`src/rtl/alu_md_decoder.sv`:
```
// alu_md_decoder: EX-stage ALU control decoder with an iterative RV32M/RV64M
// multiply/divide sequencer. Plain ALU ops decode combinationally; M-ops
// stall the pipeline until the sequencer returns a one-cycle MDDone pulse.
module alu_md_decoder #(
  parameter int XLEN   = 32,
  parameter int CTRL_W = 4
) (
  input  logic              clk,
  input  logic              rst,
  input  logic [1:0]        ALUOp,
  input  logic [2:0]        funct3,
  input  logic [6:0]        funct7,
  input  logic [6:0]        op,
  input  logic              Valid,
  input  logic              Flush,
  input  logic [XLEN-1:0]   SrcA,
  input  logic [XLEN-1:0]   SrcB,
  output logic [CTRL_W-1:0] ALUControl,
  output logic              MDSel,
  output logic [XLEN-1:0]   MDResult,
  output logic              MDDone,
  output logic              Stall
);

  localparam int CNT_W = $clog2(XLEN + 1);
  localparam logic [XLEN-1:0]   ONE_X    = {{(XLEN-1){1'b0}}, 1'b1};
  localparam logic [2*XLEN-1:0] ONE_2X   = {{(2*XLEN-1){1'b0}}, 1'b1};
  localparam logic [XLEN-1:0]   ZERO_X   = {XLEN{1'b0}};
  localparam logic [XLEN-1:0]   ONES_X   = {XLEN{1'b1}};
  localparam logic [XLEN-1:0]   MIN_X    = {1'b1, {(XLEN-1){1'b0}}};
  localparam logic [CNT_W-1:0]  CNT_ONE  = {{(CNT_W-1){1'b0}}, 1'b1};
  localparam logic [CNT_W-1:0]  CNT_INIT = CNT_W'(XLEN);

  typedef enum logic [1:0] {
    IDLE = 2'd0,
    BUSY = 2'd1,
    DONE = 2'd2
  } state_t;

  // Two's-complement negate of an XLEN value when neg is set.
  function automatic logic [XLEN-1:0] cond_neg(input logic [XLEN-1:0] v, input logic neg);
    return neg ? ((~v) + ONE_X) : v;
  endfunction

  // Two's-complement negate of a double-width product when neg is set.
  function automatic logic [2*XLEN-1:0] cond_neg2(input logic [2*XLEN-1:0] v, input logic neg);
    return neg ? ((~v) + ONE_2X) : v;
  endfunction

  state_t            state_r;
  logic [CNT_W-1:0]  cnt_r;
  logic [2*XLEN-1:0] acc_r;     // mul: {hi, multiplier/lo}; div: {remainder, dividend/quotient}
  logic [XLEN-1:0]   opnd_r;    // mul: multiplicand magnitude; div: divisor magnitude
  logic [2:0]        f3_r;
  logic              sa_r;
  logic              sb_r;

  logic [3:0]        ctrl_s;
  logic              mop_s;
  logic              start_s;
  logic              sgn_a_s;
  logic              sgn_b_s;
  logic              neg_a_s;
  logic              neg_b_s;
  logic [XLEN-1:0]   mag_a_s;
  logic [XLEN-1:0]   mag_b_s;
  logic              divz_s;
  logic              ovf_s;
  logic [XLEN-1:0]   fast_res_s;
  logic [XLEN:0]     hi_sum_s;
  logic [2*XLEN-1:0] mul_nxt_s;
  logic [XLEN:0]     shifted_s;
  logic              ge_s;
  logic [XLEN-1:0]   sub_s;
  logic [2*XLEN-1:0] div_nxt_s;
  logic [2*XLEN-1:0] acc_nxt_s;
  logic [2*XLEN-1:0] prod_s;
  logic [XLEN-1:0]   quo_s;
  logic [XLEN-1:0]   rem_s;
  logic [XLEN-1:0]   res_s;

  assign mop_s   = (ALUOp == 2'b10) && (op == 7'b0110011) && (funct7 == 7'b0000001);
  assign MDSel   = mop_s;
  assign start_s = Valid & mop_s & ~Flush & (state_r == IDLE);
  assign Stall   = start_s | (state_r == BUSY);

  // ALU operation decode; M-ops override with the M-unit select code.
  always_comb begin
    ctrl_s = 4'b0000;
    if (mop_s) begin
      ctrl_s = 4'b1111;
    end else begin
      case (ALUOp)
        2'b00: ctrl_s = 4'b0000;
        2'b01: ctrl_s = 4'b0001;
        2'b11: ctrl_s = 4'b0000;
        2'b10: begin
          case (funct3)
            3'b000: begin
              if (op[5] & funct7[5]) ctrl_s = 4'b0001;
              else                   ctrl_s = 4'b0000;
            end
            3'b001: ctrl_s = 4'b0111;
            3'b010: ctrl_s = 4'b0101;
            3'b011: ctrl_s = 4'b0110;
            3'b100: ctrl_s = 4'b0100;
            3'b101: begin
              if (funct7[5]) ctrl_s = 4'b1001;
              else           ctrl_s = 4'b1000;
            end
            3'b110: ctrl_s = 4'b0011;
            3'b111: ctrl_s = 4'b0010;
            default: ctrl_s = 4'b0000;
          endcase
        end
        default: ctrl_s = 4'b0000;
      endcase
    end
  end

  // Zero-extend the 4-bit code to the configured control width.
  always_comb begin
    ALUControl      = {CTRL_W{1'b0}};
    ALUControl[3:0] = ctrl_s;
  end

  // Operand signedness per M-op, magnitudes and the div fast-path result.
  always_comb begin
    case (funct3)
      3'b000, 3'b001, 3'b100, 3'b110: begin sgn_a_s = 1'b1; sgn_b_s = 1'b1; end
      3'b010:                         begin sgn_a_s = 1'b1; sgn_b_s = 1'b0; end
      default:                        begin sgn_a_s = 1'b0; sgn_b_s = 1'b0; end
    endcase
    neg_a_s = sgn_a_s & SrcA[XLEN-1];
    neg_b_s = sgn_b_s & SrcB[XLEN-1];
    mag_a_s = cond_neg(SrcA, neg_a_s);
    mag_b_s = cond_neg(SrcB, neg_b_s);
    divz_s  = funct3[2] & (SrcB == ZERO_X);
    ovf_s   = funct3[2] & ~funct3[0] & (SrcA == MIN_X) & (SrcB == ONES_X);
    if (divz_s) begin
      fast_res_s = funct3[1] ? SrcA : ONES_X;
    end else begin
      fast_res_s = funct3[1] ? ZERO_X : SrcA;
    end
  end

  // One shift-add or restoring-divide step, plus the sign-fixed final result.
  always_comb begin
    hi_sum_s  = {1'b0, acc_r[2*XLEN-1:XLEN]} + (acc_r[0] ? {1'b0, opnd_r} : {1'b0, ZERO_X});
    mul_nxt_s = {hi_sum_s, acc_r[XLEN-1:1]};
    // Remainder shifted left with the next dividend bit brought in.
    shifted_s = acc_r[2*XLEN-1:XLEN-1];
    ge_s      = shifted_s >= {1'b0, opnd_r};
    sub_s     = shifted_s[XLEN-1:0] - opnd_r;
    if (ge_s) begin
      div_nxt_s = {sub_s, acc_r[XLEN-2:0], 1'b1};
    end else begin
      div_nxt_s = {shifted_s[XLEN-1:0], acc_r[XLEN-2:0], 1'b0};
    end
    acc_nxt_s = f3_r[2] ? div_nxt_s : mul_nxt_s;
    prod_s    = cond_neg2(acc_nxt_s, sa_r ^ sb_r);
    quo_s     = cond_neg(acc_nxt_s[XLEN-1:0], sa_r ^ sb_r);
    rem_s     = cond_neg(acc_nxt_s[2*XLEN-1:XLEN], sa_r);
    case (f3_r)
      3'b000:                 res_s = prod_s[XLEN-1:0];
      3'b001, 3'b010, 3'b011: res_s = prod_s[2*XLEN-1:XLEN];
      3'b100, 3'b101:         res_s = quo_s;
      3'b110, 3'b111:         res_s = rem_s;
      default:                res_s = ZERO_X;
    endcase
  end

  // Sequencer: accept an M-op, iterate XLEN steps, publish the result for one cycle.
  always_ff @(posedge clk) begin
    if (rst) begin
      state_r  <= IDLE;
      cnt_r    <= {CNT_W{1'b0}};
      acc_r    <= {(2*XLEN){1'b0}};
      opnd_r   <= ZERO_X;
      f3_r     <= 3'b000;
      sa_r     <= 1'b0;
      sb_r     <= 1'b0;
      MDResult <= ZERO_X;
      MDDone   <= 1'b0;
    end else if (Flush) begin
      state_r <= IDLE;
      cnt_r   <= {CNT_W{1'b0}};
      MDDone  <= 1'b0;
    end else begin
      case (state_r)
        IDLE: begin
          MDDone <= 1'b0;
          if (start_s) begin
            f3_r <= funct3;
            sa_r <= neg_a_s;
            sb_r <= neg_b_s;
            if (divz_s | ovf_s) begin
              state_r  <= DONE;
              MDResult <= fast_res_s;
              MDDone   <= 1'b1;
            end else begin
              state_r <= BUSY;
              cnt_r   <= CNT_INIT;
              if (funct3[2]) begin
                acc_r  <= {ZERO_X, mag_a_s};
                opnd_r <= mag_b_s;
              end else begin
                acc_r  <= {ZERO_X, mag_b_s};
                opnd_r <= mag_a_s;
              end
            end
          end
        end
        BUSY: begin
          acc_r <= acc_nxt_s;
          cnt_r <= cnt_r - CNT_ONE;
          if (cnt_r == CNT_ONE) begin
            state_r  <= DONE;
            MDResult <= res_s;
            MDDone   <= 1'b1;
          end
        end
        DONE: begin
          state_r <= IDLE;
          MDDone  <= 1'b0;
        end
        default: begin
          state_r <= IDLE;
          MDDone  <= 1'b0;
        end
      endcase
    end
  end

endmodule

```
`config.mk`:
```
export PLATFORM = sky130hd
export DESIGN_NAME = alu_md_decoder
export DESIGN_NICKNAME = d
export VERILOG_FILES = /design/src/rtl/alu_md_decoder.sv
export SDC_FILE = /design/constraint.sdc
export NUM_CORES = 1
export LEC_CHECK = 0
export BUFFER_PORTS_ARGS = -buffer_cell sky130_fd_sc_hd__buf_4
export CAP_MARGIN = 0
export CORE_UTILIZATION = 30
export DETAILED_ROUTE_END_ITERATION = 10
export GPL_TIMING_DRIVEN = 0
export PLACE_DENSITY = 0.45
export SLEW_MARGIN = 10
export SYNTH_ARGS = -nofsm -noshare
export SYNTH_HDL_FRONTEND = slang
export SYNTH_SLANG_ARGS = --single-unit
```
`constraint.sdc`:
```
create_clock -name clk -period 5 [get_ports clk]
set_input_delay 0.25 -clock clk [delete_from_list [all_inputs] [get_ports clk]]
set_output_delay 0.25 -clock clk [all_outputs]
set_load 0.01 [all_outputs]
```
# Word-level counts from Yosys, hierarchy flattened
# Cells that the tools add are included.
# W data, S select, Z words.
# word_totals
reg_bits,142
input_bits,87
output_inout_bits,39
elab_cells,126
# op_classes
n_addsub,8
magnitude_cmp,1
n_eq_ne,27
muxes,39
bitwise_logic,21
n_reduce_logical,21
# ops
cell,count
$mux W32,13
$mux W64,5
$add A32 B1 Y32 const B,4
$not A32 Y32,4
$pmux W32 S4,1
$pmux W64 S2,1
$add A64 B1 Y64 const B,1
$eq A32 B32 Y1 const B,2
$not A64 Y64,1
$pmux W32 S2,1
$add A32 B32 Y33,1
$ge A33 B32 Y1,1
$logic_not A32 Y1,1
$pmux W4 S8,1
$sub A32 B32 Y32,1
$eq A3 B3 Y1 const B,8
$eq A3 B2 Y1 const B,4
$mux W6,2
$pmux W4 S3,1
$pmux W6 S2,1
$and A1 B1 Y1,10
$reduce_and A4 Y1,2
$reduce_or A2 Y1,4
$eq A7 B1 Y1 const B,1
26 further kinds,46

# Logic depth before layout (Yosys ltp)
# depth
ltp_word,9
mapped_depth,21
mapped_depth_nobuf,18

# Worst setup path after synthesis
# No wires, ideal clock.
# synth_path
path_kind,register to register
start,reg acc_r[0]
end,reg MDResult[23]
arrival_time_ns,4.471
required_ns,4.937
path_slack_ns,0.466
path_stages_with_launch,19
n_path_buf,2
synth_period_minus_slack_ns,4.534
cell_sequence,dfxtp_1 > clkbuf_1 > and2_1 > ha_1 > inv_1 > fa_1 > nor2b_1 > o2111ai_1 > a211o_1 > a21boi_0 > nor3b_1 > a211o_1 > or2_2 > or3_1 > or4_1 > buf_2 > and3_1 > or3_1 > nand3_1
# synth_via
elab_chain_cells,9
# synth_lines
element,line_no,rtl
from (decl),52,logic [2*XLEN-1:0] acc_r;
from (signal assigned),178,acc_r <= {(2*XLEN){1'b0}};
from (signal assigned),205,"acc_r <= {ZERO_X, mag_a_s};"
from (signal assigned),208,"acc_r <= {ZERO_X, mag_b_s};"
$mux W32,149,"hi_sum_s = {1'b0, acc_r[2*XLEN-1:XLEN]} + (acc_r[0] ? {1'b0, opnd_r} : {1'b0, ZERO_X});"
$add A32 B32 Y33,149,
$mux W64 *,160,acc_nxt_s = f3_r[2] ? div_nxt_s : mul_nxt_s;
$not A64 Y64 / $not A32 Y32 (equally long branches),"47, 42",
$add A64 B1 Y64 / $add A32 B1 Y32 (equally long branches),"47, 42",
$mux W64 / $mux W32 (equally long branches),"47, 42",
$pmux W32 S4 *,164,case (f3_r)
$mux W32 *,217,if (cnt_r == CNT_ONE) begin
$pmux W32 S2 *,190,case (state_r)
to (signal assigned),199,MDResult <= fast_res_s;
to (signal assigned),219,MDResult <= res_s;
to (decl),20,"output logic [XLEN-1:0] MDResult,"
# Mark *: on every way between the ends. The rest lies on a longest branch, timed or not. The select of a mux whose other input is x is not followed.
# A chain may end at the register's enable or synchronous reset.

# Worst setup path after layout
# layout_path
start,reg f3_r[2]
end,reg MDResult[14]
# layout_via
elab_chain_cells,7
# layout_lines
element,line_no,rtl
from (decl),54,logic [2:0] f3_r;
from (signal assigned),194,f3_r <= funct3;
$mux W64,160,
$not A64 Y64 / $not A32 Y32 (equally long branches),"47, 42",
$add A64 B1 Y64 / $add A32 B1 Y32 (equally long branches),"47, 42",
$mux W64 / $mux W32 (equally long branches),"47, 42",
$pmux W32 S4 *,164,
$mux W32 *,217,
$pmux W32 S2 *,190,
# Marked as above.

==> metrics.csv <==
stage,metric,value,unit
place,Placement Setup Slack,-1740,ps
floorplanning,Die Area,56800,um^2
clocking,TritonCTS Buffers,17,
synthesis,"Distinct cells, synth",88,
detailed_routing,initial DRC count,2154,
timing,Final WS setup,73.0,ps
final_layout,Syn-to-layout area delta,20.7,%
clocking,clk slew on worst S/H paths,70,ps
power_and_ir_drop,Total Power,2.85,mW
timing,Period minus WS final,4930,ps
synthesis,most numerous cell in the Yosys netlist,nor2_1,
grt,vias in the first global route,18960,
place,Detail Placement HPWL,74200,um
synthesis,sequential area share after synthesis,17.0,%
timing,Slew @ Worst Pin,1240,ps
worst_setup_path,type of the worst setup path,reg -> reg,
timing,Fmax achieved,0.203,GHz
timing,"Slew Viols, Final",0,
synthesis,Synth Warn #,0,
synthesis,"Net Count, Synth",2563,
worst_setup_path,CP max FO,11,
grt,initial antenna violation count,0,
worst_setup_path,reg2reg setup slack,70,ps
detailed_routing,DRT Pass-1 Iters,6,
final_layout,fill count,6040,
timing,final hold vios,0,
hold_path,Hold Path Class,in -> reg,
synthesis,Synth Cell Area,16700,um^2
timing,fin crit share,98.5,%
synthesis,#FFs+latches synth,142,
timing,Slew HR,15.2,%
grt,gr ovfl total,0,
place,routability cong.,0.997,
final_layout,NumNets Final,2732,
synthesis,synth cell count leaders,"310 x nor2_1, 202 x nand2_1, 181 x a21oi_1, 155 x o21ai_0, 142 x dfxtp_1",
clocking,Clock Tree Buf Depth,2,
floorplanning,Die Y,238,um
grt,total track usage,31.5,%
final_layout,post-layout util,36.7,%
worst_setup_path,CP Capture Type,register,
floorplanning,Die W,238,um
power_and_ir_drop,VDD IR max,0.000176,V
clocking,Post-CTS Hold Fix Bufs,0,
synthesis,Synth top area share,17.0,%
final_layout,non-filler cells in the finished layout,3332,
detailed_routing,Total Wirelength,91000,um
final_layout,final instance area,20200,um^2
synthesis,Synth area leader,dfxtp_1,
clocking,clk sinks,142,
grt,first-pass GRT wire length,131000,um
detailed_routing,drt via density,6.09,
synthesis,syn avg cell area,6.97,um^2
synthesis,"Async S/R FF share, synth",0,%
power_and_ir_drop,Leak Pwr,7.95,nW
grt,largest net degree at the start of global routing,17,
final_layout,share of layout cells above drive strength 1,16.1,%
detailed_routing,DRT antenna net count,0,
timing,Clock Skew,23.1,ps
floorplanning,Rows,86,
floorplanning,# IOs,126,
synthesis,"EDFF count, synth",0,
worst_setup_path,startpoint class of the critical path,register,
clocking,htree depth,4,
power_and_ir_drop,power density over the cells,141,nW/um^2
clocking,CTS tree,yes,
detailed_routing,DRC,0,
worst_setup_path,CP arrival,5320,ps
timing,final setup fails,0,
detailed_routing,routed len/inst,27.3,um
synthesis,Synth Instances,2401,
run,max cap viols,0,
floorplanning,core box area,55100,um^2
outcome,outcome,"finished, final reports clean",
worst_setup_path,CP Data Required Time,5390,ps
synthesis,top cells by area in the synthesized netlist,"dfxtp_1 17%, nor2_1 6.9%, ha_1 5.5%",
clocking,Worst-Skew Late Latency,470,ps
clocking,clk root buf,clkbuf_16,
detailed_routing,routed via count,20299,
place,placed cell area,18600,um^2
place,port bufs,122,
synthesis,Synth Flop Type,dfxtp_1,
place,placed cells,3271,
floorplanning,Initial Util,30.4,%
[layout by cell type (no fill, tap or decap), types with 76 or more instances in the layout]
cell type  synthesis  routed
a21oi_1          181     171
buf_4              1     159
clkbuf_1         126     108
dfxtp_1          142     119
inv_1             82      82
nand2_1          202     198
nor2_1           310     300
nor3_1            85      80
o21ai_0          155     154
xnor2_1           76      76
xor2_1            83      81
[stage by stage]
step                hold slack (ps)  setup TNS, ps
detailed placement              455         -57210
floorplan                       440              0
finish                          264              0
CTS                             249              0
global route                    285          -39.5
global placement                454         -56860
[worst paths after layout]
check,startpoint,to,cells past startpoint
min reg2reg,MDResult[17],MDResult[17],2
max,f3_r[2],MDResult[14],15
max reg2reg,f3_r[2],MDResult[14],15
min,SrcB[0],opnd_r[0],3
[worst max-delay path, cell delays in order, from the launching register on]
cell and delay [ps]:
dfxtp_1 360, buf_2 230, buf_2 300, clkbuf_4 340, clkbuf_4 270, clkbuf_4 280, clkbuf_4 280, clkdlybuf4s18_2 500
clkbuf_2 400, buf_2 410, buf_4 310, clkbuf_2 390, nand3_1 120, mux2i_1 290, o21ai_0 170, a21oi_1 160
[cells by family (layout without fill, tap and decap cells)]
logic type	Yosys count	in the layout	synth area share [%]
DFF	142	142	17.0
AOI/OAI and AO/OA	766	766	31.0
adders and majority gates	100	100	7.19
buffers and inverters	254	436	5.99
other	0	1	0
xor gates and xnor gates	159	159	8.32
muxes	75	75	4.69
and+or+nand+nor	905	905	25.9
[final cells by class]
type | instances | area (um^2) | share of cell area (%)
Timing Repair Buffer | 157 | 1180 | 5.83
Clock buffer | 17 | 425 | 2.11
Multi-Input combinational cell | 2005 | 13500 | 67.0
Sequential cell | 142 | 2900 | 14.3
Buffer | 164 | 748 | 3.70
Antenna cell | 1 | 2.50 | 0.0124
Inverter | 83 | 312 | 1.54
Tap cell | 748 | 936 | 4.63
Clock inverter | 15 | 168 | 0.830
[registers in the layout, summed over array words and instances (netlist names)]
| register | cells |
|---|---|
| acc_r | 64 |
| MDResult | 32 |
| opnd_r | 32 |
| cnt_r | 6 |
| f3_r | 3 |
| state_r | 2 |
| MDDone | 1 |
| sa_r | 1 |
| sb_r | 1 |
[what timing repair did]
action / CTS / global route
pin swaps: 18 / 20
setup endpoints to repair: 58 / 29
setup buffers: 18 / 17
gates resized for setup: 134 / 75
[power breakdown]
group | switching (mW) | internal (mW) | total [mW]
Clock | 0.627 | 0.711 | 1.34
Sequential | 0.00000344 | 1.12 | 1.12
Combinational | 0.258 | 0.125 | 0.383
Total | 0.885 | 1.96 | 2.85
[metal layers]
layer / track usage, % / vias to the layer above / part of all wire [%]
li1: - / 9251 / -
met1: 41.4 / 9908 / 43
met2: 50.2 / 966 / 45
met3: 5.18 / 174 / 7.6
met4: 14.0 / 0 / 4.7
met5: 0 / - / 0
Note: power is estimated with default switching activity, not from simulation.
